### src/rtl/mem_stage_lsu.sv
// ============================================================================
// mem_stage_lsu
// ----------------------------------------------------------------------------
// Load/store unit for the MEM stage of the 5-stage RV32I pipeline. It sits
// between EX/MEM and MEM/WB, turns an EX/MEM load or store into a single
// valid/ready transaction on the data-memory bus, extends returned load data
// and stalls the whole pipeline (PC, IF/ID, ID/EX, EX/MEM, MEM/WB) while the
// access is outstanding.
//
// Parameters:
//   TIMEOUT_CYCLES : maximum cycles spent in REQ+RESP before the access is
//                    abandoned (bus_err pulse, MemReadData = 0). 0 disables.
//
// Optional feature (compile-time macro LSU_MISALIGN_TRAP_EN):
//   defined   : misaligned LH/LHU/SH (addr[0]=1) and LW/SW (addr[1:0]!=0)
//               raise 'misaligned' in IDLE, issue no bus transaction and
//               do not stall.
//   undefined : 'misaligned' is tied low and the low address bits are forced
//               to the access-size alignment before lane/extract logic.
//
// Ports:
//   clk          in   clock
//   rst          in   synchronous active-low reset
//   MemRead      in   load request from EX/MEM
//   MemWrite     in   store request from EX/MEM (wins over MemRead)
//   funct3       in   RV32I load/store size/sign encoding
//   ALUresult    in   byte address
//   WriteData    in   store data, right-aligned
//   bus_valid    out  request valid
//   bus_ready    in   request accepted
//   bus_we       out  1 = store
//   bus_addr     out  word-aligned address
//   bus_wdata    out  lane-replicated store data
//   bus_wstrb    out  byte enables (lanes touched by the access)
//   bus_rdata    in   read word
//   bus_rvalid   in   read data valid
//   MemReadData  out  extended load result to MEM/WB
//   stall        out  pipeline hold
//   bus_err      out  one-cycle timeout pulse (asserted in DONE)
//   misaligned   out  misaligned access flag
// ============================================================================
module mem_stage_lsu #(
    parameter int TIMEOUT_CYCLES = 255
) (
    input  logic        clk,
    input  logic        rst,
    input  logic        MemRead,
    input  logic        MemWrite,
    input  logic [2:0]  funct3,
    input  logic [31:0] ALUresult,
    input  logic [31:0] WriteData,
    output logic        bus_valid,
    input  logic        bus_ready,
    output logic        bus_we,
    output logic [31:0] bus_addr,
    output logic [31:0] bus_wdata,
    output logic [3:0]  bus_wstrb,
    input  logic [31:0] bus_rdata,
    input  logic        bus_rvalid,
    output logic [31:0] MemReadData,
    output logic        stall,
    output logic        bus_err,
    output logic        misaligned
);

    // Counter only needs to reach TIMEOUT_CYCLES-1; keep at least one bit so
    // the declaration stays legal when the timeout is disabled.
    localparam int CNT_W = (TIMEOUT_CYCLES > 1) ? $clog2(TIMEOUT_CYCLES + 1) : 1;

    typedef enum logic [1:0] {
        ST_IDLE = 2'd0,
        ST_REQ  = 2'd1,
        ST_RESP = 2'd2,
        ST_DONE = 2'd3
    } state_t;

    state_t state;
    state_t state_next;

    logic             access;
    logic             is_store;
    logic             sz_byte;
    logic             sz_half;
    logic             misalign_hit;
    logic             start_req;
    logic             load_done;
    logic             timeout_hit;
    logic             timeout_fire;
    logic [1:0]       raw_off;
    logic [1:0]       eff_off;
    logic [1:0]       lat_off;
    logic [2:0]       lat_funct3;
    logic [3:0]       req_wstrb;
    logic [31:0]      req_wdata;
    logic [15:0]      lane_bits;
    logic [31:0]      load_ext;
    logic [CNT_W-1:0] to_cnt;

    assign access   = MemRead | MemWrite;
    assign is_store = MemWrite;
    assign raw_off  = ALUresult[1:0];

    // Access size decode. Stores only know SB/SH; every other store encoding
    // is treated as a word. Loads share size between signed/unsigned forms
    // (funct3[2] is the unsigned bit), reserved encodings fall to word.
    always_comb begin
        sz_byte = 1'b0;
        sz_half = 1'b0;
        if (is_store) begin
            sz_byte = (funct3 == 3'b000);
            sz_half = (funct3 == 3'b001);
        end else begin
            sz_byte = (funct3[1:0] == 2'b00);
            sz_half = (funct3[1:0] == 2'b01);
        end
    end

    // Lane placement. The offset is forced to the access-size alignment so a
    // halfword never straddles lanes 1/2 and a word always uses all lanes.
    // Loads reuse the same strobe so the bus sees which lanes are of interest.
    always_comb begin
        eff_off   = 2'b00;
        req_wstrb = 4'b1111;
        req_wdata = WriteData;
        if (sz_byte) begin
            eff_off   = raw_off;
            req_wstrb = 4'b0001 << raw_off;
            req_wdata = {4{WriteData[7:0]}};
        end else if (sz_half) begin
            eff_off   = {raw_off[1], 1'b0};
            req_wstrb = 4'b0011 << {raw_off[1], 1'b0};
            req_wdata = {2{WriteData[15:0]}};
        end
    end

`ifdef LSU_MISALIGN_TRAP_EN
    assign misalign_hit = (sz_half & raw_off[0]) |
                          ((funct3 == 3'b010) & (raw_off != 2'b00));
`else
    assign misalign_hit = 1'b0;
`endif

    assign timeout_hit = (TIMEOUT_CYCLES != 0) &&
                         (to_cnt == CNT_W'(TIMEOUT_CYCLES - 1));

    // Load extraction: bring the addressed byte/half down to bit 0, then
    // extend according to the funct3 latched when the request was issued.
    assign lane_bits = 16'(bus_rdata >> {lat_off, 3'b000});

    always_comb begin
        load_ext = bus_rdata;
        case (lat_funct3)
            3'b000:  load_ext = {{24{lane_bits[7]}}, lane_bits[7:0]};
            3'b100:  load_ext = {24'd0, lane_bits[7:0]};
            3'b001:  load_ext = {{16{lane_bits[15]}}, lane_bits[15:0]};
            3'b101:  load_ext = {16'd0, lane_bits[15:0]};
            default: load_ext = bus_rdata;
        endcase
    end

    // State register.
    always_ff @(posedge clk) begin
        if (!rst) begin
            state <= ST_IDLE;
        end else begin
            state <= state_next;
        end
    end

    // Next-state and control outputs. A successful handshake or rvalid in
    // the same cycle as the timeout limit takes priority over abandoning.
    // DONE never starts a new access: it is the cycle the pipeline advances.
    always_comb begin
        state_next   = state;
        bus_valid    = 1'b0;
        stall        = 1'b0;
        misaligned   = 1'b0;
        start_req    = 1'b0;
        load_done    = 1'b0;
        timeout_fire = 1'b0;
        case (state)
            ST_IDLE: begin
                misaligned = access & misalign_hit;
                if (access && !misalign_hit) begin
                    stall      = 1'b1;
                    start_req  = 1'b1;
                    state_next = ST_REQ;
                end
            end
            ST_REQ: begin
                bus_valid = 1'b1;
                stall     = 1'b1;
                if (bus_ready) begin
                    state_next = bus_we ? ST_DONE : ST_RESP;
                end else if (timeout_hit) begin
                    timeout_fire = 1'b1;
                    state_next   = ST_DONE;
                end
            end
            ST_RESP: begin
                stall = 1'b1;
                if (bus_rvalid) begin
                    load_done  = 1'b1;
                    state_next = ST_DONE;
                end else if (timeout_hit) begin
                    timeout_fire = 1'b1;
                    state_next   = ST_DONE;
                end
            end
            ST_DONE: begin
                state_next = ST_IDLE;
            end
            default: begin
                state_next = ST_IDLE;
            end
        endcase
    end

    // Request registers, load result and error pulse. Request fields are
    // captured once in IDLE so they stay stable until the bus accepts them.
    // MemReadData only moves on a completed load or on a timeout.
    always_ff @(posedge clk) begin
        if (!rst) begin
            bus_addr    <= '0;
            bus_wdata   <= '0;
            bus_wstrb   <= '0;
            bus_we      <= 1'b0;
            lat_funct3  <= '0;
            lat_off     <= '0;
            MemReadData <= '0;
            bus_err     <= 1'b0;
        end else begin
            if (start_req) begin
                bus_addr   <= {ALUresult[31:2], 2'b00};
                bus_wdata  <= req_wdata;
                bus_wstrb  <= req_wstrb;
                bus_we     <= is_store;
                lat_funct3 <= funct3;
                lat_off    <= eff_off;
            end
            if (load_done) begin
                MemReadData <= load_ext;
            end else if (timeout_fire) begin
                MemReadData <= '0;
            end
            bus_err <= timeout_fire;
        end
    end

    // Timeout counter: runs across REQ and RESP combined and clears whenever
    // the FSM leaves them, so each access starts with a fresh budget.
    always_ff @(posedge clk) begin
        if (!rst) begin
            to_cnt <= '0;
        end else if ((TIMEOUT_CYCLES != 0) &&
                     (state == ST_REQ || state == ST_RESP) &&
                     (state_next == ST_REQ || state_next == ST_RESP)) begin
            to_cnt <= to_cnt + CNT_W'(1);
        end else begin
            to_cnt <= '0;
        end
    end

endmodule

### config.mk
export PLATFORM = sky130hd
export DESIGN_NAME = mem_stage_lsu
export DESIGN_NICKNAME = d
export VERILOG_FILES = /design/src/rtl/mem_stage_lsu.sv
export SDC_FILE = /design/constraint.sdc
export NUM_CORES = 1
export LEC_CHECK = 0
export BUFFER_PORTS_ARGS = -buffer_cell sky130_fd_sc_hd__buf_2
export CORE_ASPECT_RATIO = 0.5
export CORE_UTILIZATION = 40
export CTS_BUF_LIST = sky130_fd_sc_hd__clkbuf_2 sky130_fd_sc_hd__clkbuf_4 sky130_fd_sc_hd__clkbuf_8
export DETAILED_ROUTE_END_ITERATION = 10
export PLACE_DENSITY = 0.72
export SLEW_MARGIN = 20
export SYNTH_ARGS = -nofsm -noshare
export SYNTH_HDL_FRONTEND = slang
export SYNTH_SLANG_ARGS = --single-unit
export TNS_END_PERCENT = 20
### constraint.sdc
create_clock -name clk -period 2.61 [get_ports clk]
set_clock_uncertainty 0.2 [all_clocks]
set_input_delay 0.261 -clock clk [delete_from_list [all_inputs] [get_ports clk]]
set_output_delay 0.261 -clock clk [all_outputs]
set_load 0.01 [all_outputs]
==> impl_metrics.csv, run 1 <==
group,metric,value,unit
synthesis,synthFlopType,"dfxtp_1",
critical_path,startpoint,"state[0]",
cells_and_area,num_antenna_cells,0,
synthesis,synth_top_area_frac,0.4437,
clocking,clkSlewWorstSetupHoldPaths,70,ps
sta,setup_viol,0,
pwr,seq_power_share,0.365,
synthesis,yosysWarnings,0,
sta,timing.fmax,443.4,MHz
pwr,p_sw,2065,uW
place,gp_congestion,0.8601,
grt,gr-total-overflow,0,
clocking,htree_levels,4,
cells_and_area,fin_cells,1038,
sta,finalCriticalPeriod,2255,ps
synthesis,synth-seq-cells,115,
floorplanning,io_pins,210,
grt,grt_antenna_before_repair,0,
cells_and_area,mostFrequentLayoutCell,"buf_2",
floorplanning,die_h,82.54,um
critical_path,path_cells,"inv_1 > ha_1 > and3_1 > buf_4 > o211ai_1 > nor2_2 > a221o_1",
clocking,cts_buffers,17,
floorplanning,core-area,0.01223,sq mm
detailed_routing,highest_layer,"met4",
critical_path,crit_path_top_delay_cell,"nor2_2",
sta,fin_crit_sh,0.8641,
place,dpl.cell_count,920,
clocking,tritoncts,"done",
critical_path,critical_path_peak_fanout,16,
floorplanning,start_util,0.4244,
outcome,outcome,"finished, final reports clean",
synthesis,synth.distinct_cells,43,
detailed_routing,wl_met3,882,um
cells_and_area,syn2layout_area_growth,47.62,%
detailed_routing,drt_wl_total,16090,um
synthesis,synth_area_per_cell,8.900,sq um
sta,finalSetupTns,0,ps
detailed_routing,wire_per_inst,15.50,um
synthesis,ys_async_sr_fraction,0,
critical_path,r2r_end,"MemReadData[23]",
clocking,cts_root_buf,"clkbuf_8",
sta,report.final.slew_viol_count,0,
critical_path,cp-endpoint,"MemReadData[23]",
grt,grt_usage,0.2375,
synthesis,synth-edff-count,0,
min_path,min_path_type,"in2reg",
critical_path,worst_setup_path_end_kind,"register",
pwr,p_per_area,803.4,mW/mm^2
grt,grt_max_degree,92,
critical_path,crit_cells,7,
critical_path,start_kind,"register",
detailed_routing,drcViolationCount,0,
floorplanning,die_w,163.1,um
grt,grt_pass1_vias,5024,
sta,rsz0062_at_grt,"false",
synthesis,ys_seq_area_frac,0.4437,
grt,grt_pass1_wl,24780,um
detailed_routing,antenna_left,0,
sta,hold_viol_final,0,
pwr,p_leak,0.003641,uW
place,hpwl,10350,um
critical_path,worstSetupPathType,"reg2reg",
pwr,combPwrFrac,0.316,
clocking,cts.sinks,115,
synthesis,synth_area_leaders,"dfxtp_1 (44%), nand2_1 (10%), a21boi_0 (7.7%)",
detailed_routing,vias_per_cell,5.157,
critical_path,r2r_slack,350,ps
clocking,clkLatencyLatePin,420,ps
clocking,cts_buffer_depth,2,
synthesis,yosys.area.top_type,"dfxtp_1",
place,io_buffer_count,206,
cells_and_area,nets,972,
detailed_routing,met1_length,6862,um
cells_and_area,mostFrequentLayoutCells,"buf_2 (206), nand2_1 (140), dfxtp_1 (115)",
sta,relSlewSlack,0.5336,
floorplanning,num_rows,28,
synthesis,netlist_area,0.005189,sq mm
critical_path,cp.arrival,2420,ps
pwr,max-vdd-ir-drop,0.6456,mV
detailed_routing,dr.pass1.iters,5,
cells_and_area,drive_above_1_share,0.2967,
pwr,p_int,4090,uW
detailed_routing,wl_met2,7931,um
synthesis,syn_inst,583,
sta,worst_pin_slew,698.6,ps
critical_path,critPathRequiredTime,2770,ps
critical_path,worst-path-buf-inv,2,
detailed_routing,vias,5353,
critical_path,cp_top_family,"simple AND/OR/NAND/NOR gates",
detailed_routing,dr.first_iter.drc_count,426,
critical_path,reg2reg_from,"state[0]",
pwr,power_frac_clock,0.319,
critical_path,worst-r2r-cell-count,7,
pwr,switching_share,0.3355,
floorplanning,dieArea,0.01346,sq mm
job,max_cap_viol_count,0,
critical_path,critPathMaxStageDelay,470,ps
-- layer usage --
layer  global-route usage  up-vias
li1                     -     2610
met1               0.2749     2495
met2               0.4213      207
met3              0.05794       41
met4               0.1140        0
met5                    0        -
-- Yosys cell counts (all sizes together) (11+ instances only) --
| master | count |
|---|---|
| o211a | 17 |
| nand2 | 140 |
| buf | 12 |
| clkbuf | 34 |
| dfxtp | 115 |
| o21ai | 14 |
| a21boi | 53 |
| a221o | 16 |
| nor2 | 21 |
| nor3 | 11 |
| mux2i | 36 |
| a21oi | 15 |
-- worst min-delay path by stage --
stage | start | to | slack (ps) | cells past startpoint
detailed placement | MemReadData[6] | MemReadData[6] | 220 | 2
finish | WriteData[17] | bus_wdata[17] | 10 | 4
global route | bus_rdata[14] | MemReadData[14] | 1 | 3
floorplan | bus_rdata[22] | MemReadData[22] | 200 | 1
CTS | bus_rdata[14] | MemReadData[14] | 2 | 3
global placement | MemReadData[0] | MemReadData[0] | 220 | 2
-- per-stage QoR --
stage	utilization	area (sq um)	setup WS, ps	hold WS (ps)	power, uW
after floorplan	-	5196	629.3	199.2	3404
after global placement	0.5178	6331	490.3	223.8	4061
after detailed placement	0.5178	6331	418.9	224.1	4101
after CTS	0.6265	7660	374.3	1.607	6172
after global routing	0.6265	7660	171.1	1.018	6510
final	0.6265	7660	354.8	14.06	6154
-- worst reg2reg max path, delay by kind of cell, from the launching register on --
kind            cells  cell delay (ps)
simple gates        2              730
flops               1              340
compound gates      2              320
buf+inv             2              310
fa+ha+maj           1              290
-- state kept, by name, indices dropped and copies added (netlist names) --
register,flops
bus_wstrb,4
lat_funct3,3
bus_addr,30
bus_we,1
state,2
bus_err,1
MemReadData,32
lat_off,2
bus_wdata,32
to_cnt,8
-- cell type report --
| class | instances | area [sq um] |
|---|---|---|
| Tap cell | 165 | 206.4 |
| Fill cell | 1015 | 4567 |
| Clock buffer | 22 | 290.3 |
| Inverter | 7 | 26.28 |
| Timing Repair Buffer | 302 | 1979 |
| Multi-Input combinational cell | 417 | 2678 |
| Sequential cell | 115 | 2302 |
| Clock inverter | 10 | 177.7 |
-- cell families (layout without fill, tap and decap cells) --
logic type | count (synthesis) | after routing | synth area share
flops | 115 | 115 | 0.4437
mux | 37 | 37 | 0.07162
xor+xnor | 7 | 7 | 0.01182
simple gates | 202 | 202 | 0.1661
buf+inv | 53 | 341 | 0.04606
other cells | 1 | 3 | 0.0007227
compound gates | 161 | 161 | 0.2431
fa+ha+maj | 7 | 7 | 0.01688
-- power groups by stage --
stage	Combinational [uW]	Sequential, uW	Clock, uW
floorplan	1020	2390	0
global placement	1790	2270	0
detailed placement	1820	2280	0
CTS	1940	2240	1990
global route	2140	2280	2090
finish	1940	2250	1960
-- what timing repair did --
item,4_1_cts,5_1_grt
hold buffers,86,0
hold endpoints to repair,90,0
setup buffers,0,0
gates resized for setup,0,0
Power figures use the tool's default switching activity.
==> inputs of run 2 (changes only) <==
PLACE_DENSITY = 0.7   (was 0.72)
==> run 2 against run 1 <==
  * Utilization up 0.68 points
  * First-iteration DRC count grew 9.4%
  * Sequential power about the same
  * Clock-buffer cell count fell by 1
  * Critical path type unchanged
  * Critical endpoint is now MemReadData[17]
  * Highest routed layer unchanged
==> impl_metrics.csv, run 2 (synthesized netlist as in run 1, its figures left out) <==
group,metric,value,unit
critical_path,startpoint,"state[0]",
sta,fin_crit_sh,0.8598,
min_path,min_from,"WriteData[13]",
critical_path,start_kind,"register",
grt,grt_pass1_wl,24440,um
clocking,tritoncts,"done",
detailed_routing,dr.first_iter.drc_count,466,
floorplanning,num_rows,28,
critical_path,cp.arrival,2420,ps
critical_path,worstSetupPathType,"reg2reg",
cells_and_area,mostFrequentLayoutCell,"buf_2",
detailed_routing,wire_per_inst,15.12,um
cells_and_area,nets,983,
pwr,p_int,4014,uW
sta,finalSetupTns,0,ps
pwr,combPwrFrac,0.323,
sta,report.final.slew_viol_count,0,
grt,grt_pass1_vias,4968,
critical_path,critPathRequiredTime,2780,ps
floorplanning,io_pins,210,
pwr,seq_power_share,0.372,
detailed_routing,drcViolationCount,0,
sta,worst_pin_slew,813.5,ps
pwr,max-vdd-ir-drop,0.3707,mV
cells_and_area,fin_util,0.6332,
detailed_routing,vias,5282,
pwr,p_leak,0.003666,uW
critical_path,critical_path_peak_fanout,16,
floorplanning,start_util,0.4244,
cells_and_area,drive_above_1_share,0.2933,
clocking,cts.sinks,115,
cells_and_area,num_antenna_cells,0,
critical_path,worst_setup_path_end_kind,"register",
detailed_routing,vias_per_cell,5.040,
clocking,cts_buffer_depth,2,
cells_and_area,nFillCells,1043,
detailed_routing,antenna_left,0,
grt,grt_max_degree,77,
cells_and_area,top_regs,"MemReadData (32), bus_wdata (32), bus_addr (30)",
sta,finalCriticalPeriod,2244,ps
sta,hold_viol_final,0,
grt,grt_usage,0.2333,
floorplanning,die_w,163.1,um
grt,gr-total-overflow,0,
clocking,htree_levels,4,
clocking,clkLatencyLatePin,430,ps
floorplanning,die_h,82.54,um
job,max_cap_viol_count,0,
critical_path,reg2reg_from,"state[0]",
detailed_routing,drt_wl_total,15840,um
clocking,clkSlewWorstSetupHoldPaths,70,ps
cells_and_area,fin_cells,1048,
sta,setup_viol,0,
place,hpwl,10470,um
clocking,cts_root_buf,"clkbuf_8",
floorplanning,dieArea,0.01346,sq mm
clocking,cts_buffers,17,
pwr,p_per_area,785.6,mW/mm^2
min_path,min_path_type,"in2reg",
place,dpl.cell_count,921,
detailed_routing,dr.pass1.iters,5,
cells_and_area,syn2layout_area_growth,49.22,%
pwr,p_sw,2069,uW
place,io_buffer_count,206,
outcome,outcome,"finished, final reports clean",
sta,rsz0062_at_grt,"false",
grt,grt_antenna_before_repair,0,
sta,timing.fmax,445.6,MHz
place,gp_congestion,0.8691,
pwr,power_frac_clock,0.305,
cells_and_area,mostFrequentLayoutCells,"buf_2 (206), nand2_1 (140), dfxtp_1 (115)",
pwr,switching_share,0.3401,
floorplanning,core-area,0.01223,sq mm
sta,relSlewSlack,0.4556,
## run 2: power groups by stage
stage	Clock (uW)	Sequential [uW]	Combinational, uW
2_1_floorplan	0	2390	1020
6_report	1850	2260	1970
4_1_cts	1880	2260	1960
3_3_place_gp	0	2280	1810
5_1_grt	1980	2310	2170
3_5_place_dp	0	2290	1840
## run 2: critical path, stage by stage (launching register included)
cell	delay, ps
dfxtp_1	340
inv_1	130
ha_1	280
and3_1	460
and2_1	540
a221o_1	240
## run 2: worst paths after layout
path	end	slack (ps)	depth (start not counted)
hold reg to reg	MemReadData[1]	240	2
setup / recovery	MemReadData[17]	370	5
hold / removal	bus_wdata[13]	20	4
setup reg to reg	MemReadData[17]	370	5
## run 2: routing by layer
layer  routed length, um  GRT usage
met2                7532     0.4026
met4                 323    0.09626
met3                 816    0.05794
met1                7170     0.2824
met5                   0          0
## run 2: per-stage QoR
stage	hold WS (ps)	total power [uW]	area, sq um	setup WS (ps)
CTS	4.361	6102	7737	268.8
finish	24.61	6083	7742	365.8
global route	29.72	6455	7742	122.9
detailed placement	225.8	4133	6339	263.6
floorplan	199.2	3404	5196	629.3
global placement	222.8	4091	6339	352.5
## run 2: final cells by class
type	instances	area (sq um)	share of cell area
tap	165	206.4	0.02666
clock inverter	10	155.1	0.02004
multi-input combinational	417	2683	0.3465
clock buffer	21	282.8	0.03652
inverter	7	26.28	0.003394
timing repair buffer	313	2087	0.2696
sequential	115	2302	0.2973
## run 2: timing repair
item / 4_1_cts / 5_1_grt
hold buffers: 96 / 0
gates resized for setup: 0 / 1
hold endpoints to repair: 99 / 0
setup endpoints to repair: 0 / 1
setup buffers: 0 / 0
==> inputs of run 3 (changes only) <==
PLACE_DENSITY = 0.68   (was 0.7)
REMOVE_ABC_BUFFERS = 1   (was default)
==> run 3 against run 2 <==
  * First-iteration DRC count down 39%
  * Clock-buffer cell count is the same
  * Critical path depth increased by 1
  * Highest routed layer unchanged
  * Clock power down 17%
  * Final cell count stayed put
  * Largest cell class unchanged
  * Maximum frequency fell by 5.2%
  * Hold slack got worse by 3.8 ps
  * Utilization fell by 0.50 points
==> impl_metrics.csv, run 3 (synthesized netlist as in run 1, its figures left out) <==
group,metric,value,unit
critical_path,worstSetupPathType,"reg2reg",
sta,fin_crit_sh,0.9066,
critical_path,worst-r2r-cell-count,6,
sta,worst_pin_slew,645.3,ps
critical_path,r2r_end,"MemReadData[28]",
critical_path,r2r_slack,240,ps
clocking,tritoncts,"done",
grt,gr-total-overflow,0,
min_path,min_path_type,"in2reg",
detailed_routing,vias,5309,
clocking,cts_buffer_depth,2,
cells_and_area,mostFrequentLayoutCell,"buf_2",
clocking,cts_setup_buffers,0,
critical_path,start_kind,"register",
critical_path,worst_setup_path_end_kind,"register",
pwr,p_leak,0.003632,uW
detailed_routing,dr.first_iter.drc_count,283,
clocking,clkLatencyLatePin,420,ps
critical_path,cp.arrival,2520,ps
grt,grt_antenna_before_repair,0,
sta,rsz0062_at_grt,"false",
cells_and_area,final-seq-area,0.002302,sq mm
critical_path,critPathMaxStageDelay,520,ps
critical_path,worst-path-buf-inv,1,
floorplanning,die_w,163.1,um
cells_and_area,drive_above_1_share,0.2933,
detailed_routing,wire_per_inst,14.59,um
sta,finalSetupTns,0,ps
critical_path,reg2reg_from,"state[0]",
cells_and_area,nets,983,
place,place_area,0.006359,sq mm
floorplanning,num_rows,28,
cells_and_area,multi_input_area,0.002685,sq mm
clocking,cts_root_buf,"clkbuf_8",
sta,finalCriticalPeriod,2366,ps
cells_and_area,mostFrequentLayoutCells,"buf_2 (206), nand2_1 (140), dfxtp_1 (115)",
cells_and_area,syn2layout_area_growth,48.03,%
grt,grt_pass1_vias,5125,
sta,holdWs,20.86,ps
critical_path,path_cells,"inv_1 > ha_1 > and3_1 > o211ai_1 > nor2_2 > a221o_1",
floorplanning,core-area,0.01223,sq mm
detailed_routing,antenna_left,0,
clocking,htree_levels,4,
pwr,total_power,5764,uW
sta,report.final.slew_viol_count,0,
grt,grt_max_degree,92,
place,gp_congestion,0.8264,
critical_path,cp-endpoint,"MemReadData[28]",
floorplanning,io_pins,210,
clocking,clkSlewWorstSetupHoldPaths,70,ps
sta,relSlewSlack,0.5682,
job,max_cap_viol_count,0,
cells_and_area,nFillCells,1037,
place,hpwl,9947,um
clocking,cts_resized,0,
sta,hold_viol_final,0,
floorplanning,dieArea,0.01346,sq mm
critical_path,critical_path_peak_fanout,16,
cells_and_area,top_regs,"MemReadData (32), bus_wdata (32), bus_addr (30)",
outcome,outcome,"finished, final reports clean",
cells_and_area,num_antenna_cells,0,
detailed_routing,dr.pass1.iters,5,
grt,grt_pass1_wl,24160,um
cells_and_area,fin_area,0.007681,sq mm
floorplanning,die_h,82.54,um
clocking,cts_buffers,17,
cells_and_area,fin_util,0.6282,
sta,timing.fmax,422.6,MHz
place,io_buffer_count,206,
critical_path,startpoint,"state[0]",
floorplanning,start_util,0.4244,
critical_path,critPathRequiredTime,2770,ps
pwr,p_per_area,750.4,mW/mm^2
detailed_routing,drcViolationCount,0,
grt,grt_usage,0.2284,
detailed_routing,drt_wl_total,15290,um
sta,setup_viol,0,
clocking,cts.sinks,115,
critical_path,crit_cells,6,
pwr,max-vdd-ir-drop,0.5009,mV
detailed_routing,vias_per_cell,5.066,
critical_path,cp_top_family,"simple AND/OR/NAND/NOR gates",
critical_path,crit_path_top_delay_cell,"nor2_2",
==> run 3: cell count changes in the layout (fill, tap and decap cells not counted), sizes merged <==
cell      change
bufinv        -3
clkinv        +1
clkinvlp      +2
==> run 3: repair_timing <==
item,CTS,global route
setup endpoints to repair,0,0
endpoints found under the hold margin,99,0
hold buffers,96,0
==> run 3: stage by stage <==
stage	instances	setup WS, ps
floorplan	539	-1673
detailed placement	921	271.6
finish	1048	243.9
global route	1048	58.78
CTS	1048	267.5
global placement	921	398.6
==> run 3: worst min-delay path by stage <==
stage / start / end / slack [ps] / cells past startpoint
after global routing: bus_rdata[11] / MemReadData[11] / 9 / 3
final: bus_rdata[9] / MemReadData[9] / 20 / 3
after global placement: MemReadData[1] / MemReadData[1] / 230 / 2
after CTS: bus_rdata[8] / MemReadData[8] / 2 / 3
after detailed placement: MemReadData[2] / MemReadData[2] / 230 / 2
after floorplan: rst / state[0] / 180 / 1
==> run 3: worst register-to-register path, delay by kind of cell, from the launching register on <==
kind | cells | cell delay [ps]
DFF | 1 | 340
and+or+nand+nor | 2 | 960
buffers and inverters | 1 | 130
adders and majority gates | 1 | 290
AOI/OAI and AO/OA | 2 | 380
==> run 3: per-layer routing <==
| metal | vias to the layer above | part of all wire | wire, um | global-route usage |
|---|---|---|---|---|
| met2 | 157 | 0.49 | 7464 | 0.3987 |
| li1 | 2632 | - | - | - |
| met3 | 35 | 0.046 | 702 | 0.04645 |
| met4 | 0 | 0.028 | 423 | 0.1280 |
| met5 | - | 0 | 0 | 0 |
| met1 | 2485 | 0.44 | 6702 | 0.2684 |
==> run 3: power breakdown <==
part	total, uW	internal [uW]	leakage, uW	switching, uW
clock	1540	809	0.000180	729
sequential	2240	2060	0.000943	180
combinational	1980	849	0.00251	1130
==> run 3: layout make-up <==
cell class / count / area share
multi-input combinational: 417 / 0.3496
sequential: 115 / 0.2997
clock buffer: 21 / 0.03600
clock inverter: 10 / 0.01108
tap: 165 / 0.02688
timing repair buffer: 313 / 0.2733
inverter: 7 / 0.003421
